<file path="src/rtl/param_fifo.sv">
// param_fifo: parameterised single-clock FIFO with registered read data,
// occupancy count and almost-full/almost-empty thresholds.
// Optional sticky overflow/underflow tracking is built only when the
// macro PARAM_FIFO_ERR_EN is defined; otherwise both flags read as 0.
module param_fifo #(
  parameter int WIDTH    = 32,
  parameter int DEPTH    = 16,
  parameter int AF_LEVEL = DEPTH - 2,
  parameter int AE_LEVEL = 2
) (
  input  logic                     clk,
  input  logic                     rst_n,
  input  logic                     wr_en,
  input  logic [WIDTH-1:0]         data_in,
  input  logic                     rd_en,
  input  logic                     flush,
  input  logic                     err_clr,
  output logic [WIDTH-1:0]         data_out,
  output logic                     full,
  output logic                     empty,
  output logic                     almost_full,
  output logic                     almost_empty,
  output logic [$clog2(DEPTH):0]   count,
  output logic                     overflow,
  output logic                     underflow
);

  localparam int AW = $clog2(DEPTH);
  localparam int CW = AW + 1;
  localparam logic [CW-1:0] DEPTH_C = CW'(DEPTH);
  localparam logic [CW-1:0] AF_C    = CW'(AF_LEVEL);
  localparam logic [CW-1:0] AE_C    = CW'(AE_LEVEL);
  localparam logic [CW-1:0] CNT_ONE = CW'(1);
  localparam logic [AW-1:0] PTR_ONE = AW'(1);

  logic [WIDTH-1:0] mem [DEPTH];

  logic [AW-1:0]    wr_ptr_q, wr_ptr_d;
  logic [AW-1:0]    rd_ptr_q, rd_ptr_d;
  logic [CW-1:0]    count_q, count_d;
  logic [WIDTH-1:0] data_out_q, data_out_d;
  logic             wr_accept;
  logic             rd_accept;

  // Status flags come straight from the registered count.
  always_comb begin
    full         = (count_q == DEPTH_C);
    empty        = (count_q == '0);
    almost_full  = (count_q >= AF_C);
    almost_empty = (count_q <= AE_C);
  end

  // Accept decisions: a write into a full FIFO is allowed only alongside a
  // read, a read needs data present, and flush overrides both.
  always_comb begin
    wr_accept = wr_en && (!full || rd_en) && !flush;
    rd_accept = rd_en && !empty && !flush;
  end

  // Next-state for pointers, occupancy and the read data register.
  always_comb begin
    wr_ptr_d   = wr_ptr_q;
    rd_ptr_d   = rd_ptr_q;
    count_d    = count_q;
    data_out_d = data_out_q;
    if (flush) begin
      wr_ptr_d   = '0;
      rd_ptr_d   = '0;
      count_d    = '0;
      data_out_d = '0;
    end else begin
      if (wr_accept) begin
        wr_ptr_d = wr_ptr_q + PTR_ONE;
      end
      if (rd_accept) begin
        rd_ptr_d   = rd_ptr_q + PTR_ONE;
        data_out_d = mem[rd_ptr_q];
      end
      case ({wr_accept, rd_accept})
        2'b10:   count_d = count_q + CNT_ONE;
        2'b01:   count_d = count_q - CNT_ONE;
        default: count_d = count_q;
      endcase
    end
  end

  // Control state register with asynchronous clear.
  always_ff @(posedge clk or negedge rst_n) begin
    if (!rst_n) begin
      wr_ptr_q   <= '0;
      rd_ptr_q   <= '0;
      count_q    <= '0;
      data_out_q <= '0;
    end else begin
      wr_ptr_q   <= wr_ptr_d;
      rd_ptr_q   <= rd_ptr_d;
      count_q    <= count_d;
      data_out_q <= data_out_d;
    end
  end

  // Storage array write; contents are deliberately never reset.
  always_ff @(posedge clk) begin
    if (wr_accept) begin
      mem[wr_ptr_q] <= data_in;
    end
  end

  assign count    = count_q;
  assign data_out = data_out_q;

`ifdef PARAM_FIFO_ERR_EN
  logic overflow_q, overflow_d;
  logic underflow_q, underflow_d;

  // Sticky error flags; a clear request beats a new set in the same cycle.
  always_comb begin
    overflow_d  = overflow_q;
    underflow_d = underflow_q;
    if (err_clr) begin
      overflow_d  = 1'b0;
      underflow_d = 1'b0;
    end else begin
      if (wr_en && full && !rd_en && !flush) begin
        overflow_d = 1'b1;
      end
      if (rd_en && empty && !flush) begin
        underflow_d = 1'b1;
      end
    end
  end

  // Error flag registers with asynchronous clear.
  always_ff @(posedge clk or negedge rst_n) begin
    if (!rst_n) begin
      overflow_q  <= 1'b0;
      underflow_q <= 1'b0;
    end else begin
      overflow_q  <= overflow_d;
      underflow_q <= underflow_d;
    end
  end

  assign overflow  = overflow_q;
  assign underflow = underflow_q;
`else
  logic unused_err_clr;
  assign unused_err_clr = err_clr;
  assign overflow       = 1'b0;
  assign underflow      = 1'b0;
`endif

endmodule

</file>
<file path="config.mk">
export PLATFORM = sky130hd
export DESIGN_NAME = param_fifo
export DESIGN_NICKNAME = d
export VERILOG_FILES = /design/src/rtl/param_fifo.sv
export SDC_FILE = /design/constraint.sdc
export NUM_CORES = 1
export LEC_CHECK = 0
export CAP_MARGIN = 10
export CORE_UTILIZATION = 40
export CTS_CLUSTER_DIAMETER = 80
export CTS_CLUSTER_SIZE = 30
export DETAILED_ROUTE_END_ITERATION = 8
export GPL_ROUTABILITY_DRIVEN = 0
export PLACE_DENSITY_LB_ADDON = 0.05
export SYNTH_ARGS = -nofsm -noshare
export SYNTH_HDL_FRONTEND = slang
export SYNTH_SLANG_ARGS = --single-unit
</file>
<file path="constraint.sdc">
create_clock -name clk -period 4.3 [get_ports clk]
set_input_delay 0.43 -clock clk [delete_from_list [all_inputs] [get_ports clk]]
set_output_delay 0.43 -clock clk [all_outputs]
set_load 0.01 [all_outputs]
</file>
---- Word level (Yosys, flattened, before mapping) ----
Memories as Yosys holds them, arrays and structs flattened.
Cells that the tools add are included.
operators by class
  add/sub/neg operators ................... 4
  multiply operators ...................... 0
  div/mod/pow operators ................... 0
  $lt $le $gt $ge ......................... 2
  equality and inequality tests ........... 3
  shifts and indexed selects .............. 0
  muxes and demuxes ....................... 10
  bitwise gates (word level) .............. 0
  reduce and logical (&&, ||, !) cells .... 12
operator list
  cell                   number
  $mux W32               2
  $mux W4                4
  $pmux W5 S2            1
  $add A4 B1 Y4 const B  2
  $add A5 B1 Y5 const B  1
  $eq A5 B5 Y1 const B   1
  $ge A5 B4 Y1 const B   1
  $le A5 B2 Y1 const B   1
  $logic_not A5 Y1       1
  $mux W5                1
  $sub A5 B1 Y5 const B  1
  $logic_and A1 B1 Y1    4
  $reduce_bool A2 Y1     2
  $logic_not A1 Y1       3
  $reduce_bool A3 Y1     1
  $eq A2 B1 Y1 const B   1
  $eq A2 B2 Y1 const B   1
  $mux W1                2
  $logic_or A1 B1 Y1     1
word-level totals
  register bits after elaboration ......... 45
  bits in latches ......................... 0
  memory bits (writable) .................. 512
  memory bits (read-only) ................. 0
  input port bits ......................... 38
  memories ................................ 1
memory list
  memory  words  bits a word  read ports  clocked after memory_dff  write ports  line  source
  mem     16     32           1           0                         1            36    logic [WIDTH-1:0] mem [DEPTH];

---- Depth between registers and ports, before layout ----
  word-level depth ........................ 8
  gate-level depth with buffers ........... 10
  gate-level depth less buffers ........... 9

---- Worst setup path before layout ----
No wires, ideal clock.
  path kind ............................... register to register
  start ................................... reg count_q[1] (netlist: count[1])
  end ..................................... mem mem[12][0], enable pin
  library setup time ...................... 0.421 ns
  data arrival time ....................... 2.656 ns
  data required time ...................... 3.879 ns
  slack ................................... 1.223 ns
  stages on the path, launching flop included .. 7
  period minus slack after synthesis ...... 3.077 ns
  cell sequence ........................... dfrtp_1 > or4_1 > buf_2 > buf_2 > o21a_1 > nand2_1 > nor2_1
on the way
  cells in the longest elaborated chain, start to end .. 7
RTL lines
  what                              line  source
  start: declaration                40    logic [CW-1:0] count_q, count_d;
  start signal: assignment          97    count_q <= count_d;
  $eq A5 B5 Y1                      47    full = (count_q == DEPTH_C);
  $logic_not A1 Y1                  56    wr_accept = wr_en && (!full || rd_en) && !flush;
  $logic_or A1 B1 Y1                56
  $logic_and A1 B1 Y1 (2 in a row)  56
  $mux W1                           104   if (wr_accept) begin
  $mux W1 (not written as such)     105   mem[wr_ptr_q] <= data_in;
  end: declaration                  36
Every way passes these cells.

---- Worst setup path in the final report ----
  start ................................... reg count_q[1] (netlist: count[1])
  end ..................................... reg count_q[4] (netlist: count[4])
on the way
  cells in the longest elaborated chain, start to end .. 8
  elaborated cells between the ends (all ways) .. 16
  classes of those cells .................. add/sub: 2; eq/ne: 3; mux: 2; reduce/logical: 9
RTL lines
  what                                          line  source
  $eq A5 B5 Y1                                  47
  $logic_not A1 Y1                              56
  $logic_or A1 B1 Y1                            56
  $logic_and A1 B1 Y1 (2 in a row)              56
  $eq A2 B1 Y1 or $eq A2 B2 Y1 (tied branches)  79    case ({wr_accept, rd_accept})
  $pmux W5 S2                                   79
  $mux W5                                       66    if (flush) begin
Several ways; a longest one is shown, not always the timed one.
A chain may end at the register's enable or synchronous reset.

==> flow_summary.ini <==
[outcome]
status = completed

[pwr]
swShare_pct = 27.1
p_leak_uw = 0.00782
p_sw_uw = 3440
p_int_uw = 9270
power.share.combinational_pct = 20.5
pwr-share-seq_pct = 49.9
ir_worst_vdd_v = 0.000338
power_density_nw_per_um2 = 514
clkPwrFrac_pct = 29.6

[logic_synthesis]
synth-seq-area-share_pct = 76.7
yosysMostFrequentCell = edfxtp_1
synth_area_leaders = edfxtp_1 72%, mux4_2 13%, dfrtp_1 5.2%
syn_avg_cell_area_um2 = 21.4
synth_cell_types = 39
ys.flop_type = edfxtp_1
synth_common_cells = 512 x edfxtp_1, 128 x mux4_2, 92 x nor2_1, 67 x mux2i_1, 45 x dfrtp_1
synth_top_cell_area_share_pct = 71.5
syn_area_um2 = 21500
yosys_warnings = 0
synth-edff-count = 512
synthCells = 1006
yosysTopAreaCell = edfxtp_1
synth_seq_cells = 557
async_reset_ff_share_pct = 8.08

[sta]
slew_violations = 0
skew_ns = 0.0330
period_share_pct = 75.5
worst_slack_ns = 1.05
rsz0062_at_grt = false
slew_headroom_pct = 24.2
worst_slew_pin_slew_ns = 1.14
final_hold_viol_count = 0
period_minus_slack_ns = 3.25
hold-worst-slack_ns = 0.499
setup_viol = 0
setup_tns_ns = 0
clock.fmax_mhz = 308

[cts]
clockBufferDepth = 3
clock_latency_ns = 0.58
cts_tree = done
cts_hold_buf = 1
cts_sinks = 557
htree_levels = 2
cts_inserted_buffers = 34
post-cts-setup-buffer-count = 0
cts.repair.resized = 0
cts_root_buffer = clkbuf_16
clkTransAtPathRegs_ns = 0.09

[die]
fp.dieH_um = 234
start_util_pct = 40.7
pin_count = 81
core_area_um2 = 52900
die_w_um = 234
die_area_um2 = 54700
rows = 84

[routing]
initialDrtViolationCount = 663
drc = 0
met3_length_um = 1360
firstDrtPassIters = 7
wl_um = 48200
drt-met1-wl_um = 21600
routed.top_layer = met5
viasPerCell = 5.41
ant_nets = 0
routed-via-count = 9812
wire_per_inst_um = 26.5
dr_wl_met2_um = 24600

[placed_design]
place_ws_ns = 1.07
dp_hpwl_um = 25400
port_buffers = 77

[worst_setup_path]
slowest_stage = or4_1
timing.rr.start = count[1]
path_cells = or4_1 > o21ai_2 > nand3_1 > inv_1 > ha_1 > nor2b_1 > o21a_1 > o311ai_0 > a31oi_1
start_kind = flip-flop
rr_worst_depth = 9
r2r_end = count[4]
crit_buf_inv = 1
cp_top_family = simple AND/OR/NAND/NOR gates
cp-endpoint = count[4]
crit_required_ns = 4.73
endpoint_kind = flip-flop
rrSetupSlack_ns = 1.05
path_class = flip-flop to flip-flop
cp_max_fo = 14
crit_start = count[1]
arrival_ns = 3.68
critical-path-max-stage-delay_ns = 0.85
path_depth = 9

[run]
drv_cap = 0

[global_route]
grt_use_total_pct = 18.3
grt_pass1_vias = 10514
grt_max_degree = 52
antenna_found_initial = 1
overflow = 0
grt_pass1_wl_um = 71400

[final_layout]
nets = 1147
area_growth_pct = 14.9
diodes = 0
drive_gt1_share_pct = 22.3

[worst_hold_path]
hold_class = flip-flop to flip-flop
==> area by class of cell <==
class / count / area, µm²
Fill cell: 4435 / 28100
Sequential cell: 557 / 16500
Multi-Input combinational cell: 387 / 4870
Timing Repair Buffer: 111 / 1190
Clock buffer: 38 / 930
Tap cell: 688 / 861
Clock inverter: 24 / 323
Inverter: 9 / 33.8
==> layout by cell type (no fill, tap or decap), types with 6 or more instances in the layout <==
| master | instances |
|---|---|
| edfxtp_1 | 512 |
| clkdlybuf4s50_1 | 76 |
| buf_12 | 13 |
| nand2_1 | 8 |
| clkinv_8 | 7 |
| mux4_2 | 128 |
| a211o_1 | 33 |
| nor2_4 | 17 |
| inv_8 | 6 |
| mux2i_1 | 67 |
| nor2_1 | 75 |
| dfrtp_1 | 42 |
| buf_4 | 20 |
| ha_1 | 8 |
| clkbuf_16 | 37 |
| inv_1 | 9 |
==> per-layer routing <==
metal	vias up	track usage [%]
met5	-	0
met4	2	4.04
met3	44	2.27
met2	138	31.6
met1	5327	24.8
li1	4301	-
==> power groups by stage <==
stage          clock, µW  sequential, µW  combinational (µW)
2_1_floorplan          0            6340                1870
6_report            3760            6340                2610
3_3_place_gp           0            6470                2680
3_5_place_dp           0            6480                2680
4_1_cts             3890            6350                2690
5_1_grt             4070            6380                2850
==> through the flow <==
| stage | instance area, µm² | std cells | total power, µW | utilization, % |
|---|---|---|---|---|
| 2_1_floorplan | 21500 | 1007 | 8220 | - |
| 3_3_place_gp | 23500 | 1751 | 9160 | 44.4 |
| 3_5_place_dp | 23500 | 1751 | 9160 | 44.4 |
| 4_1_cts | 24700 | 1814 | 12900 | 46.8 |
| 5_1_grt | 24700 | 1814 | 13300 | 46.8 |
| 6_report | 24700 | 1814 | 12700 | 46.8 |
==> flip-flops by register name (all words and copies together), names as in the netlist <==
signal    count
mem         512
data_out     32
count         5
rd_ptr_q      4
wr_ptr_q      4
==> cell families after synthesis <==
family	after synthesis	share of synthesized area [%]
compound gates	55	2.29
xor+xnor	5	0.204
fa+ha+maj	9	0.559
buf+inv	63	1.27
flops	557	76.7
mux	198	16.7
other cells	1	0.0174
simple gates	118	2.24
==> how the worst min path moves through the flow <==
| stage | from | cells past startpoint | to |
|---|---|---|---|
| 2_1_floorplan | rst_n | 0 | count[0] |
| 3_3_place_gp | data_out[29] | 1 | data_out[29] |
| 3_5_place_dp | data_out[29] | 1 | data_out[29] |
| 4_1_cts | rst_n | 2 | data_out[13] |
| 5_1_grt | data_out[5] | 1 | data_out[5] |
| 6_report | data_out[11] | 1 | data_out[11] |
Note: power is estimated with default switching activity, not from simulation.
